===== src/rtl/l1_cache_pkg.sv =====
// cache_types: shared state encoding and line geometry for the L1 cache.
// Contents: state_t FSM enum, OFFSET_W (byte offset bits), LINE_W (line bits),
//           WORDS_PER_LINE (32-bit words per line).
package cache_types;

  typedef enum logic [1:0] {
    IDLE      = 2'd0,
    CHECK     = 2'd1,
    WRITEBACK = 2'd2,
    ALLOCATE  = 2'd3
  } state_t;

  localparam int OFFSET_W       = 5;
  localparam int LINE_W         = 256;
  localparam int WORDS_PER_LINE = LINE_W / 32;

endpackage


===== src/rtl/l1_cache_array.sv =====
// l1_cache_array: DEPTH x WIDTH storage, asynchronous read, synchronous write
// with one enable bit per byte lane. CLEAR=1 adds an async clear on rst.
// Ports: clk, rst, we_i/be_i/waddr_i/wdata_i (write), raddr_i/rdata_o (read).
module l1_cache_array #(
  parameter int WIDTH = 8,
  parameter int DEPTH = 8,
  parameter bit CLEAR = 1'b0,
  parameter int AW    = $clog2(DEPTH),
  parameter int BE_W  = (WIDTH + 7) / 8
) (
  input  logic             clk,
  input  logic             rst,
  input  logic             we_i,
  input  logic [BE_W-1:0]  be_i,
  input  logic [AW-1:0]    waddr_i,
  input  logic [WIDTH-1:0] wdata_i,
  input  logic [AW-1:0]    raddr_i,
  output logic [WIDTH-1:0] rdata_o
);

  logic [WIDTH-1:0] mem_q [DEPTH];
  logic [WIDTH-1:0] bit_mask;
  logic [WIDTH-1:0] merged_d;

  // Expand byte enables to a bit mask; a trailing partial byte follows the
  // enable of the byte lane it sits in.
  always_comb begin
    bit_mask = '0;
    for (int i = 0; i < WIDTH; i++) begin
      bit_mask[i] = be_i[i / 8];
    end
    merged_d = (mem_q[waddr_i] & ~bit_mask) | (wdata_i & bit_mask);
  end

  assign rdata_o = mem_q[raddr_i];

  generate
    if (CLEAR) begin : g_clear
      always_ff @(posedge clk or posedge rst) begin
        if (rst) begin
          for (int i = 0; i < DEPTH; i++) begin
            mem_q[i] <= '0;
          end
        end else if (we_i) begin
          mem_q[waddr_i] <= merged_d;
        end
      end
    end else begin : g_noclear
      logic unused_rst;
      assign unused_rst = rst;
      always_ff @(posedge clk) begin
        if (we_i) begin
          mem_q[waddr_i] <= merged_d;
        end
      end
    end
  endgenerate

endmodule


===== src/rtl/l1_cache.sv =====
// l1_cache: direct-mapped, write-back, write-allocate cache between a word
// port (mem_*) and a 256-bit line memory (pmem_*). Hits answer one cycle after
// the request; misses write back a dirty victim, then fill, then re-check.
// Ports: clk, rst; core side mem_read/mem_write/mem_byte_enable/mem_address/
// mem_wdata -> mem_resp/mem_rdata; memory side pmem_read/pmem_write/
// pmem_address/pmem_wdata <- pmem_resp/pmem_rdata.
module l1_cache
  import cache_types::*;
#(
  parameter int S_INDEX = 3
) (
  input  logic          clk,
  input  logic          rst,
  input  logic          mem_read,
  input  logic          mem_write,
  input  logic [3:0]    mem_byte_enable,
  input  logic [31:0]   mem_address,
  input  logic [31:0]   mem_wdata,
  output logic          mem_resp,
  output logic [31:0]   mem_rdata,
  output logic          pmem_read,
  output logic          pmem_write,
  output logic [31:0]   pmem_address,
  output logic [255:0]  pmem_wdata,
  input  logic          pmem_resp,
  input  logic [255:0]  pmem_rdata
);

  localparam int TAG_W = 32 - OFFSET_W - S_INDEX;
  localparam int SETS  = 2 ** S_INDEX;

  state_t state_q, state_d;

  logic [TAG_W-1:0]   addr_tag;
  logic [S_INDEX-1:0] addr_idx;
  logic [2:0]         addr_word;
  logic [1:0]         unused_addr_lsb;

  assign addr_tag        = mem_address[31:OFFSET_W+S_INDEX];
  assign addr_idx        = mem_address[OFFSET_W+S_INDEX-1:OFFSET_W];
  assign addr_word       = mem_address[4:2];
  assign unused_addr_lsb = mem_address[1:0];

  logic [LINE_W-1:0] line_rd;
  logic [TAG_W-1:0]  tag_rd;
  logic              valid_rd;
  logic              dirty_rd;

  logic req, hit, fill, wr_hit;
  logic [31:0]       data_be;
  logic [LINE_W-1:0] data_wdata;
  logic [31:0]       hit_word;

  assign req    = mem_read | mem_write;
  assign hit    = valid_rd && (tag_rd == addr_tag);
  assign fill   = (state_q == ALLOCATE) && pmem_resp;
  // A simultaneous read+write request is a write.
  assign wr_hit = (state_q == CHECK) && req && hit && mem_write;

  // Fill writes the whole line; a write hit touches only its word's lanes.
  assign data_be    = fill ? '1 : (32'(mem_byte_enable) << {addr_word, 2'b00});
  assign data_wdata = fill ? pmem_rdata : {WORDS_PER_LINE{mem_wdata}};
  assign hit_word   = line_rd[{addr_word, 5'b00000} +: 32];

  l1_cache_array #(.WIDTH(LINE_W), .DEPTH(SETS), .CLEAR(1'b0)) u_data (
    .clk(clk), .rst(rst),
    .we_i(fill | wr_hit), .be_i(data_be), .waddr_i(addr_idx), .wdata_i(data_wdata),
    .raddr_i(addr_idx), .rdata_o(line_rd)
  );

  l1_cache_array #(.WIDTH(TAG_W), .DEPTH(SETS), .CLEAR(1'b0)) u_tag (
    .clk(clk), .rst(rst),
    .we_i(fill), .be_i('1), .waddr_i(addr_idx), .wdata_i(addr_tag),
    .raddr_i(addr_idx), .rdata_o(tag_rd)
  );

  l1_cache_array #(.WIDTH(1), .DEPTH(SETS), .CLEAR(1'b1)) u_valid (
    .clk(clk), .rst(rst),
    .we_i(fill), .be_i(1'b1), .waddr_i(addr_idx), .wdata_i(1'b1),
    .raddr_i(addr_idx), .rdata_o(valid_rd)
  );

  // Fill clears dirty; a write hit with at least one enabled byte sets it.
  // A write hit with no enabled bytes leaves dirty untouched.
  l1_cache_array #(.WIDTH(1), .DEPTH(SETS), .CLEAR(1'b1)) u_dirty (
    .clk(clk), .rst(rst),
    .we_i(fill | (wr_hit && (mem_byte_enable != 4'b0000))), .be_i(1'b1),
    .waddr_i(addr_idx), .wdata_i(!fill),
    .raddr_i(addr_idx), .rdata_o(dirty_rd)
  );

  // State register
  always_ff @(posedge clk or posedge rst) begin
    if (rst) begin
      state_q <= IDLE;
    end else begin
      state_q <= state_d;
    end
  end

  // Next-state logic. A miss, once started, runs to completion even if the
  // core withdraws the request; CHECK then falls back to IDLE silently.
  always_comb begin
    state_d = state_q;
    unique case (state_q)
      IDLE: begin
        if (req) state_d = CHECK;
      end
      CHECK: begin
        if (!req || hit)           state_d = IDLE;
        else if (valid_rd && dirty_rd) state_d = WRITEBACK;
        else                       state_d = ALLOCATE;
      end
      WRITEBACK: begin
        if (pmem_resp) state_d = ALLOCATE;
      end
      ALLOCATE: begin
        if (pmem_resp) state_d = CHECK;
      end
      default: state_d = IDLE;
    endcase
  end

  // Output logic: data/address buses are zero outside the state that owns them.
  always_comb begin
    mem_resp     = 1'b0;
    mem_rdata    = '0;
    pmem_read    = 1'b0;
    pmem_write   = 1'b0;
    pmem_address = '0;
    pmem_wdata   = '0;
    unique case (state_q)
      CHECK: begin
        if (req && hit) begin
          mem_resp = 1'b1;
          if (mem_read && !mem_write) mem_rdata = hit_word;
        end
      end
      WRITEBACK: begin
        pmem_write   = 1'b1;
        pmem_address = {tag_rd, addr_idx, 5'b00000};
        pmem_wdata   = line_rd;
      end
      ALLOCATE: begin
        pmem_read    = 1'b1;
        pmem_address = {mem_address[31:5], 5'b00000};
      end
      default: ;
    endcase
  end

endmodule


===== config.mk =====
export PLATFORM = sky130hd
export DESIGN_NAME = l1_cache
export DESIGN_NICKNAME = d
export VERILOG_FILES = /design/src/rtl/l1_cache_pkg.sv /design/src/rtl/l1_cache_array.sv /design/src/rtl/l1_cache.sv
export SDC_FILE = /design/constraint.sdc
export NUM_CORES = 2
export LEC_CHECK = 0
export CORE_UTILIZATION = 31
export CTS_CLUSTER_DIAMETER = 80
export DETAILED_ROUTE_END_ITERATION = 8
export GPL_ROUTABILITY_DRIVEN = 0
export SYNTH_ARGS = -nofsm -noshare
export SYNTH_HDL_FRONTEND = slang
export SYNTH_SLANG_ARGS = --single-unit
export TNS_END_PERCENT = 5

===== constraint.sdc =====
create_clock -name clk -period 39.1 [get_ports clk]
set_clock_uncertainty 0.15 [all_clocks]
set_input_delay 7.82 -clock clk [delete_from_list [all_inputs] [get_ports clk]]
set_output_delay 7.82 -clock clk [all_outputs]
set_load 0.05 [all_outputs]

==> out/results.ini <==
[floorplan]
num_io_pins = 652
die_y_um = 541
rows = 197
start_util_pct = 31.2
die-area_um2 = 292000
die_x_um = 541
design.core.area_um2 = 288000

[cells_and_area]
stdcell_area_um2 = 109000
fin_util_pct = 37.7
fillerInstances = 26621
areaGrowthSynthToFinish_pct = 21.0
nNetsFinal = 6482
drive_gt1_share_pct = 11.9

[yosys]
synth_cell_types = 68
ys.flop_type = edfxtp_1
ys_seq_elements = 2258
ys_seq_area_share_pct = 75.3
synth-edff-count = 2240
synthCells = 5499
yosysWarnings = 0
synth_area_per_cell_um2 = 16.4
async_reset_ff_share_pct = 0.797
syn_area_um2 = 90000

[power]
ir_drop_uv = 43.8
total_power_uw = 6090
p_leak_uw = 0.0332
power.density_nw_per_um2 = 56.0

[cts]
clock_latency_ns = 0.96
clk_pin_slew_ns = 0.06
cts_setup_buffers = 0
cts_buffer_depth = 4
cts_tree = yes
cts_root_buf = clkbuf_16
cts_hold_buf = 0
cts_buffers = 238
cts_resized = 0
htreeDepth = 4
cts.sinks = 2258

[run_status]
outcome = complete, but fails checks
failed_checks = max-capacitance violations, max-slew violations

[detailed_routing]
drcViolationCount = 0
ant_nets = 0
drt_iter0_drc = 7963
drt_wl_total_mm = 342
dr.pass1.iters = 6
vias = 57775
wl_per_cell_um = 33.7
post_drt_via_cell_ratio = 5.70

[critical_path]
cp-end-kind = output port
reg2reg_slack_ns = 32.64
critPathKind = in -> out
cp-start-kind = input port
required_ns = 31.13
path_max_fanout = 52
cp.arrival_ns = 14.90

[timing]
tightest_slew_ns = 1.51
finalSetupTns_ns = 0
drv_slew = 9
setup_viol = 0
setup_slack_ns = 16.23
hold_violations = 0
layout_worst_path_cycle_share_pct = 58.5
fin_crit_ns = 22.87
maxSlewHeadroom_pct = -1.60
rsz0062_at_grt = false
clock.fmax_mhz = 43.7

[global_route]
grt_pass1_vias = 55368
grt_pass1_wl_mm = 461
grtUsageTotal_pct = 22.5
grt_max_degree = 126
grt-ovfl-total = 0
antenna_found_initial = 28

[run]
cap_violations = 1

[worst_hold_path]
hold_path.class = reg -> reg

[place]
dp_hpwl_mm = 211
dpl_worst_slack_ns = 16.26
dpl_cell_area_um2 = 101000
numPortBuffers = 644

## power breakdown
| group | switching, µW | internal, µW |
|---|---|---|
| logic | 757 | 246 |
| clock network | 942 | 1270 |
| registers | 13.5 | 2860 |
## flip-flops by register name, summed over array words and instances (netlist names)
name,count
state_q,2
u_data.mem_q,2048
u_dirty.mem_q,8
u_tag.mem_q,192
u_valid.mem_q,8
## synth_stat cells, types with 9 or more instances
| cell | n | area share (%) |
|---|---|---|
| mux2i_1 | 169 | 1.9 |
| o31ai_1 | 20 | 0.17 |
| and2_1 | 107 | 0.74 |
| a211oi_2 | 22 | 0.31 |
| buf_1 | 69 | 0.29 |
| a21oi_1 | 334 | 1.9 |
| o22ai_1 | 16 | 0.11 |
| or2_2 | 10 | 0.070 |
| nor2_1 | 317 | 1.3 |
| nand4_1 | 63 | 0.44 |
| nand3_1 | 16 | 0.089 |
| a211oi_1 | 97 | 0.81 |
| buf_4 | 16 | 0.13 |
| buf_2 | 109 | 0.61 |
| o221ai_1 | 9 | 0.088 |
| dfrtp_1 | 18 | 0.50 |
| nand2_1 | 139 | 0.58 |
| inv_1 | 22 | 0.092 |
| clkbuf_1 | 209 | 0.87 |
| o21ai_0 | 70 | 0.39 |
| a22oi_1 | 922 | 7.7 |
| or3_1 | 19 | 0.13 |
| and4_1 | 186 | 1.8 |
| mux2_2 | 67 | 0.84 |
| a221oi_1 | 41 | 0.40 |
| edfxtp_1 | 2240 | 75 |
| nor3_1 | 13 | 0.072 |
| mux4_2 | 77 | 1.9 |
## placed cells by master (no fill, tap or decap), drive strengths merged, types with 108 or more instances in the layout
| cell type | Yosys | routed |
|---|---|---|
| and2 | 108 | 108 |
| nor2 | 324 | 324 |
| and4 | 186 | 186 |
| clkdlybuf4s50 | 0 | 639 |
| a21oi | 334 | 334 |
| a22oi | 922 | 922 |
| nand2 | 139 | 139 |
| edfxtp | 2240 | 2240 |
| a211oi | 119 | 119 |
| mux2i | 170 | 170 |
| clkbuf | 209 | 293 |
| buf | 197 | 173 |
## worst paths after layout
check	to	start	cells past startpoint
setup reg to reg	u_data.mem_q[5][102]	u_tag.mem_q[6][9]	9
setup / recovery	mem_rdata[8]	mem_address[7]	12
hold reg to reg	u_valid.mem_q[2]	u_valid.mem_q[2]	1
hold / removal	u_valid.mem_q[2]	u_valid.mem_q[2]	1
min in group asynchronous	u_dirty.mem_q[3]	rst	2
max in group asynchronous	u_dirty.mem_q[6]	rst	2
## metal layers
layer	GRT usage, %	part of all wire [%]	wire, µm
met1	28.4	37	128000
met2	34.8	46	156000
met4	16.4	8.2	28000
met3	4.10	8.9	30300
met5	0	0.013	43
## metrics by stage
step | instances | hold slack [ns]
2_1_floorplan | 5503 | 0.283
3_3_place_gp | 9690 | 0.295
3_5_place_dp | 9690 | 0.306
4_1_cts | 10122 | 0.321
5_1_grt | 10134 | 0.338
6_report | 10142 | 0.322
## cells by family (layout without fill, tap and decap cells)
kind of cell	Yosys count	count (layout)	share of synthesized area [%]
flip-flops	2258	2258	75.3
AO/OA/AOI/OAI	1577	1577	12.3
AND/OR/NAND/NOR	904	904	5.56
buffers and inverters	431	1269	2.04
multiplexers	314	314	4.67
XOR/XNOR	10	10	0.0974
adder cells (fa/ha/maj)	4	4	0.0556
other	1	25	0.00417
## layout make-up
type	instances	area [µm²]	area share, %
clock inverters	139	1370	1.26
multi-input cells	2814	20700	19.0
well taps	3781	4730	4.35
inverters	25	109	0.100
diodes	20	50.0	0.0460
clock buffers	293	6180	5.68
repair buffers	812	7940	7.30
flip-flops and latches	2258	67700	62.2
## critical path, stage by stage
cell and delay (ns):
buf_6 0.41, buf_4 0.63, buf_4 0.80, nor2b_1 0.75, a22oi_1 0.28, a21o_1 0.24
a221oi_1 0.42, and4_1 0.36, nand4_4 0.63, buf_4 0.54, a311oi_1 0.86, clkdlybuf4s50_1 0.97
Power figures use the tool's default switching activity.
